==> src/rtl/mem_arbiter.sv <==
// Shares the single main-memory port between the I-cache and D-cache fill paths.
// Each access is held on the port for LATENCY cycles; the winning side then gets a one-cycle done pulse.
module mem_arbiter #(
  parameter int WORD_SIZE  = 16,
  parameter int LINE_WORDS = 4,
  parameter int LATENCY    = 6
) (
  input  logic                            clk,
  input  logic                            reset_n,
  input  logic                            i_req,
  input  logic [WORD_SIZE-1:0]            i_addr,
  output logic                            i_done,
  output logic [WORD_SIZE*LINE_WORDS-1:0] i_rdata,
  input  logic                            d_req,
  input  logic                            d_we,
  input  logic [WORD_SIZE-1:0]            d_addr,
  input  logic [WORD_SIZE*LINE_WORDS-1:0] d_wdata,
  output logic                            d_done,
  output logic [WORD_SIZE*LINE_WORDS-1:0] d_rdata,
  output logic                            mem_read,
  output logic                            mem_write,
  output logic [WORD_SIZE-1:0]            mem_addr,
  output logic [WORD_SIZE*LINE_WORDS-1:0] mem_wdata,
  input  logic [WORD_SIZE*LINE_WORDS-1:0] mem_rdata
);

  localparam int LINE_BITS = WORD_SIZE * LINE_WORDS;
  localparam int CNT_BITS  = (LATENCY > 1) ? $clog2(LATENCY) : 1;
  localparam logic [CNT_BITS-1:0]  CNT_START  = CNT_BITS'(LATENCY - 1);
  localparam logic [WORD_SIZE-1:0] ALIGN_MASK = ~WORD_SIZE'(LINE_WORDS - 1);

  typedef enum logic [1:0] {
    IDLE = 2'd0,
    BUSY = 2'd1,
    DONE = 2'd2
  } arbState_t;

  arbState_t           state;
  logic [CNT_BITS-1:0] cnt;
  logic                ownerD;
  logic                writeOp;

  // Strobes, address and write data are registered at grant so they sit
  // high for exactly the LATENCY cycles spent in BUSY.
  always_ff @(posedge clk or negedge reset_n) begin
    if (!reset_n) begin
      state     <= IDLE;
      cnt       <= '0;
      ownerD    <= 1'b0;
      writeOp   <= 1'b0;
      i_done    <= 1'b0;
      d_done    <= 1'b0;
      i_rdata   <= '0;
      d_rdata   <= '0;
      mem_read  <= 1'b0;
      mem_write <= 1'b0;
      mem_addr  <= '0;
      mem_wdata <= '0;
    end else begin
      i_done <= 1'b0;
      d_done <= 1'b0;
      unique case (state)
        IDLE: begin
          // D wins ties: it carries the older instruction in the pipeline.
          if (d_req) begin
            ownerD    <= 1'b1;
            writeOp   <= d_we;
            mem_addr  <= d_addr & ALIGN_MASK;
            mem_wdata <= d_wdata;
            mem_read  <= ~d_we;
            mem_write <= d_we;
            cnt       <= CNT_START;
            state     <= BUSY;
          end else if (i_req) begin
            ownerD    <= 1'b0;
            writeOp   <= 1'b0;
            mem_addr  <= i_addr & ALIGN_MASK;
            mem_wdata <= d_wdata;
            mem_read  <= 1'b1;
            mem_write <= 1'b0;
            cnt       <= CNT_START;
            state     <= BUSY;
          end
        end
        BUSY: begin
          if (cnt != '0) begin
            cnt <= cnt - 1'b1;
          end else begin
            mem_read  <= 1'b0;
            mem_write <= 1'b0;
            if (!writeOp) begin
              if (ownerD) d_rdata <= mem_rdata[LINE_BITS-1:0];
              else        i_rdata <= mem_rdata[LINE_BITS-1:0];
            end
            i_done <= ~ownerD;
            d_done <= ownerD;
            state  <= DONE;
          end
        end
        DONE: begin
          // The requester drops req on this edge, so no grant is made here.
          state <= IDLE;
        end
        default: state <= IDLE;
      endcase
    end
  end

endmodule

==> config.mk <==
export PLATFORM = sky130hd
export DESIGN_NAME = mem_arbiter
export DESIGN_NICKNAME = d
export VERILOG_FILES = /design/src/rtl/mem_arbiter.sv
export SDC_FILE = /design/constraint.sdc
export NUM_CORES = 1
export LEC_CHECK = 0
export ABC_AREA = 1
export CAP_MARGIN = 20
export CORE_ASPECT_RATIO = 0.7
export CORE_MARGIN = 3
export CORE_UTILIZATION = 38
export CTS_BUF_LIST = sky130_fd_sc_hd__clkbuf_8
export CTS_CLUSTER_SIZE = 28
export DETAILED_ROUTE_END_ITERATION = 10
export GPL_TIMING_DRIVEN = 0
export HOLD_SLACK_MARGIN = 0.12
export PLACE_DENSITY = 0.83
export SLEW_MARGIN = 20
export SYNTH_ARGS = -nofsm -noshare
export SYNTH_HDL_FRONTEND = slang
export SYNTH_SLANG_ARGS = --single-unit
==> constraint.sdc <==
create_clock -name clk -period 2.2 [get_ports clk]
set_input_delay 0.33 -clock clk [delete_from_list [all_inputs] [get_ports clk]]
set_output_delay 0.33 -clock clk [all_outputs]
set_load 0.05 [all_outputs]
-- After elaboration in Yosys (flattened, before gate mapping)
Cells that the tools add are included.
- register bits: 219
- bits in latches: 0
- RAM bits: 0
- bits in read-only memories: 0
- input bits: 165
- output and inout port bits: 212
- logic and storage cells: 55
- memories: 0
- $add $sub $neg: 1
- multipliers: 0
- div/mod/pow operators: 0
- order comparisons: 0
- equal/unequal tests: 4
- shift operators: 0
- mux-type cells: 24
- bitwise operators: 4
- reduce and logical (&&, ||, !) cells: 10
- operator list (operator ; count):
    $mux W64 ; 2
    $mux W16 ; 2
    $mux W1 ; 10
    $mux W3 ; 3
    $reduce_and A4 Y1 ; 2
    $mux W2 ; 3
    $pmux W3 S2 ; 1
    $reduce_and A3 Y1 ; 2
    $ne A2 B2 Y1 const B ; 2
    $not A1 Y1 ; 4
    $pmux W1 S2 ; 2
    $pmux W2 S2 ; 1
    $reduce_and A2 Y1 ; 2
    $reduce_bool A2 Y1 ; 2
    $ne A3 B3 Y1 const B ; 1
    $reduce_bool A3 Y1 ; 1
    $sub A3 B1 Y3 const B ; 1
    $eq A2 B1 Y1 const B ; 1
    $logic_not A2 Y1 ; 1

-- Logic depth before layout (Yosys ltp)
- depth after elaboration: 3
- depth in mapped cells: 8

-- Least setup slack after synthesis
No wires, ideal clock.
- kind: register to register
- start: register cnt[0]
- end: register i_rdata[0]
- library setup time: 0.119 ns
- data arrival time: 1.210 ns
- data required time: 2.081 ns
- setup slack: 0.871 ns
- stages on the path, launching flop included: 9
- period minus slack after synthesis: 1.329 ns
- path through: dfrtp_1 -> inv_1 -> ha_1 -> nand2_2 -> nor2_4 -> nand2_2 -> buf_2 -> nand2_1 -> nand2_1
- longest elaborated chain between the ends: 3
- RTL lines (item ; RTL line ; text):
    start: declaration ; 39 ; logic [CNT_BITS-1:0] cnt;
    start signal: assignment ; 87 ; cnt <= cnt - 1'b1;
    $reduce_bool A3 Y1 ; 86 ; if (cnt != '0) begin
    $not A1 Y1 (no line) ; -- ;
    $reduce_and A4 Y1 (no line) ; -- ;
    end signal: assignment ; 93 ; else i_rdata <= mem_rdata[LINE_BITS-1:0];
    end: declaration ; 13 ; output logic [WORD_SIZE*LINE_WORDS-1:0] i_rdata,
Every way passes these cells.
A chain may end at the register's enable or synchronous reset.

-- Final worst setup path
- start: register i_rdata[21]
- end: output i_rdata[21]
No word-level cell between the ends.

==> flow_summary.yaml <==
die:
  core_area_mm2: 0.0220
  initial_core_util_pct: 39.2
  die_area_mm2: 0.0246
  num_rows: 45
  fp.dieH_um: 132
  die_w_um: 186
  io_pins: 377
timing:
  fmax_mhz: 483
  fin_crit_sh_pct: 94.1
  worst_hold_slack_ns: 0.247
  min_period_ns: 2.07
  hold_viol: 0
  maxSlewViolCount: 0
  finalClockSkew_ns: 0.0111
  slew_headroom_pct: 58.6
  worst_pin_slew_ns: 0.619
  setup_viol_count_final: 0
  rsz0062_at_grt: "no"
power:
  pwr-share-seq_pct: 27.6
  switching_share_pct: 51.5
  leakagePower_nw: 6.76
  pwr-share-comb_pct: 59.3
  intPower_mw: 12.6
  clock_power_share_pct: 13.1
  vdd_drop_max_v: 0.00135
  cellPowerDensity_mw_per_mm2: 1930
  p_switching_mw: 13.4
clock_network:
  cts_buffers: 35
  tritoncts: "yes"
  clk_pin_slew_worst_paths_ns: 0.06
  cts_sinks: 217
  clk_path_buf_depth: 3
  clkLatencyLatePin_ns: 0.50
  htree_levels: 2
  postCtsSetupBuffers: 0
  cts-root-buf: "clkbuf_8"
yosys:
  synth_compound_area_share_pct: 0.116
  netlist_area_mm2: 0.00863
  synth_cell_types: 18
  synth_top_area_share_pct: 62.9
  synth_adder_area_share_pct: 0.290
  synth_top_family_by_area: "simple AND/OR/NAND/NOR gates"
  ys_warn_count: 0
  synth-simple-area-share_pct: 31.9
  muxShareOfSynthArea_pct: 0
  synth_xor_area_share_pct: 0
  ys_seq_area_share_pct: 62.9
  yosys_register_bits: 217
  syn-mean-instance-area_um2: 8.72
  synth_area_leaders: "dfrtp_1 63%, nand2_1 27%, nand3_1 4.2%"
  syn_inst: 990
  synth_top_area_cell: "dfrtp_1"
detailed_routing:
  num_vias: 8136
  firstDrtPassIters: 5
  wl_met1_um: 11400
  drt_iter0_drc: 518
  dr_wl_met2_um: 13300
  drt-total-wl_um: 28400
  drt-wirelength-per-cell_um: 16.4
  ant_nets: 0
  top_layer: "met4"
  drc: 0
  wl_met3_um: 2950
  vias_per_cell: 4.70
status:
  outcome: "finished clean"
placed_design:
  gp_congestion: 0.857
  dpl_cell_area_mm2: 0.0128
  port-buffer-count: 369
  dp_cells: 1667
  hpwl_um: 21200
global_routing:
  grt_pass1_wl_um: 44100
  gr-total-overflow: 0
  grt_max_degree: 94
  grt_pass1_vias: 8145
  grtUsageTotal_pct: 22.6
  antenna_found_initial: 0
setup_path:
  cp_slowest_cell: "clkdlybuf4s50_1"
  worstPathArrival_ns: 1.74
  path_class: "reg2out"
  r2r_cells: 8
  worst-path-max-fanout: 2
  cp_num_buf_inv: 1
  cp_cell_sequence: "clkdlybuf4s50_1"
  reg2reg_to: "d_rdata[47]"
  cpLargestDelayFamily: "buffers and inverters"
  cp-start-kind: "flop"
  r2r-start: "cnt[0]"
  cp_slowest_stage_delay_ns: 0.85
  crit_path_end_kind: "primary output"
  critPathRequiredTime_ns: 1.87
  r2r_slack_ns: 0.51
worst_hold_path:
  hold_end: "mem_addr[4]"
  worstHoldStart: "d_req"
  hold_path_class: "in2reg"
  min_path_cells: 5
run:
  cap_violations: 0
final_layout:
  diodes: 0
  drive_gt1_share_pct: 8.07
  fin_util_pct: 61.1
  layout.nets: 1567
  layout_commonest_cell: "nand2_1"
  final_cells: 1730
  design_area_mm2: 0.0135
  area_growth_pct: 56.0
  mostFrequentLayoutCells: "615 x nand2_1, 368 x clkdlybuf4s50_1, 217 x dfrtp_1"
==> sequential cells by signal, summed over array words and instances (netlist names), 2 cells and up <==
name       cells
mem_addr      14
i_rdata       64
cnt            3
d_rdata       64
state          2
mem_wdata     64
==> routing by layer <==
| metal | up-vias | GRT usage, % |
|---|---|---|
| met5 | - | 0 |
| met4 | 0 | 7.44 |
| met3 | 54 | 7.34 |
| met2 | 374 | 36.2 |
| met1 | 3861 | 29.3 |
| li1 | 3847 | - |
==> synthesized netlist by cell type <==
library cell / count
o21ai_0: 1
conb_1: 1
nand3_2: 1
buf_4: 22
nand2_1: 615
o21ai_1: 1
buf_2: 26
nor2_4: 2
inv_1: 10
nand3_1: 72
dfrtp_1: 217
buf_6: 5
ha_1: 2
nor2_2: 1
inv_2: 3
nand2_2: 4
clkbuf_1: 1
nor2_1: 6
==> power groups by stage <==
stage	clock, mW	combinational (mW)	sequential [mW]
5_1_grt	3.69	16.3	7.40
4_1_cts	3.50	15.5	7.17
2_1_floorplan	0	3.13	13.8
6_report	3.41	15.4	7.18
3_3_place_gp	0	15.2	7.14
3_5_place_dp	0	15.5	7.19
==> metrics by stage <==
step                      setup TNS, ns  worst slack [ns]  power (mW)
after floorplan                       0             0.871        16.9
after global placement         -1802.69             -8.33        22.4
after detailed placement              0             0.441        22.7
after CTS                             0            0.0719        26.2
after global routing                  0            0.0697        27.4
final                                 0             0.129        26.0
==> layout make-up <==
| class | count | area, µm² |
|---|---|---|
| fill | 1817 | 8550 |
| clock buffer | 44 | 606 |
| clock inverter | 18 | 78.8 |
| buffer | 54 | 355 |
| tap | 305 | 382 |
| sequential | 217 | 5430 |
| inverter | 13 | 48.8 |
| timing repair buffer | 372 | 3760 |
| multi-input combinational | 707 | 2800 |
==> how the worst max path moves through the flow <==
stage	startpoint	end	slack, ns	cells after the start
after floorplan	cnt[0]	i_rdata[0]	0.87	8
after global placement	reset_n	d_rdata[62]	-8.33	1
after detailed placement	i_req	mem_addr[5]	0.44	8
after CTS	mem_wdata[52]	mem_wdata[52]	0.07	1
after global routing	mem_wdata[11]	mem_wdata[11]	0.07	1
final	i_rdata[21]	i_rdata[21]	0.13	1
==> worst register-to-register path: stages, from the launching register on <==
cell,delay [ns]
dfrtp_1,0.39
inv_1,0.09
ha_1,0.21
nand2_2,0.10
nor2_4,0.13
nand2_2,0.21
buf_2,0.29
nand2_1,0.10
nand2_1,0.06
==> cells by family (layout without fill, tap and decap cells) <==
family,after synthesis,in the layout
simple gates,701,701
flops,217,217
buf+inv,67,501
fa+ha+maj,2,2
compound gates,2,2
other cells,1,2
==> what timing repair did <==
action / CTS / global route
hold endpoints to repair: 124 / 0
hold buffers: 1 / 0
resized for setup: 0 / 0
No activity file was read; power rests on OpenSTA's default activity.
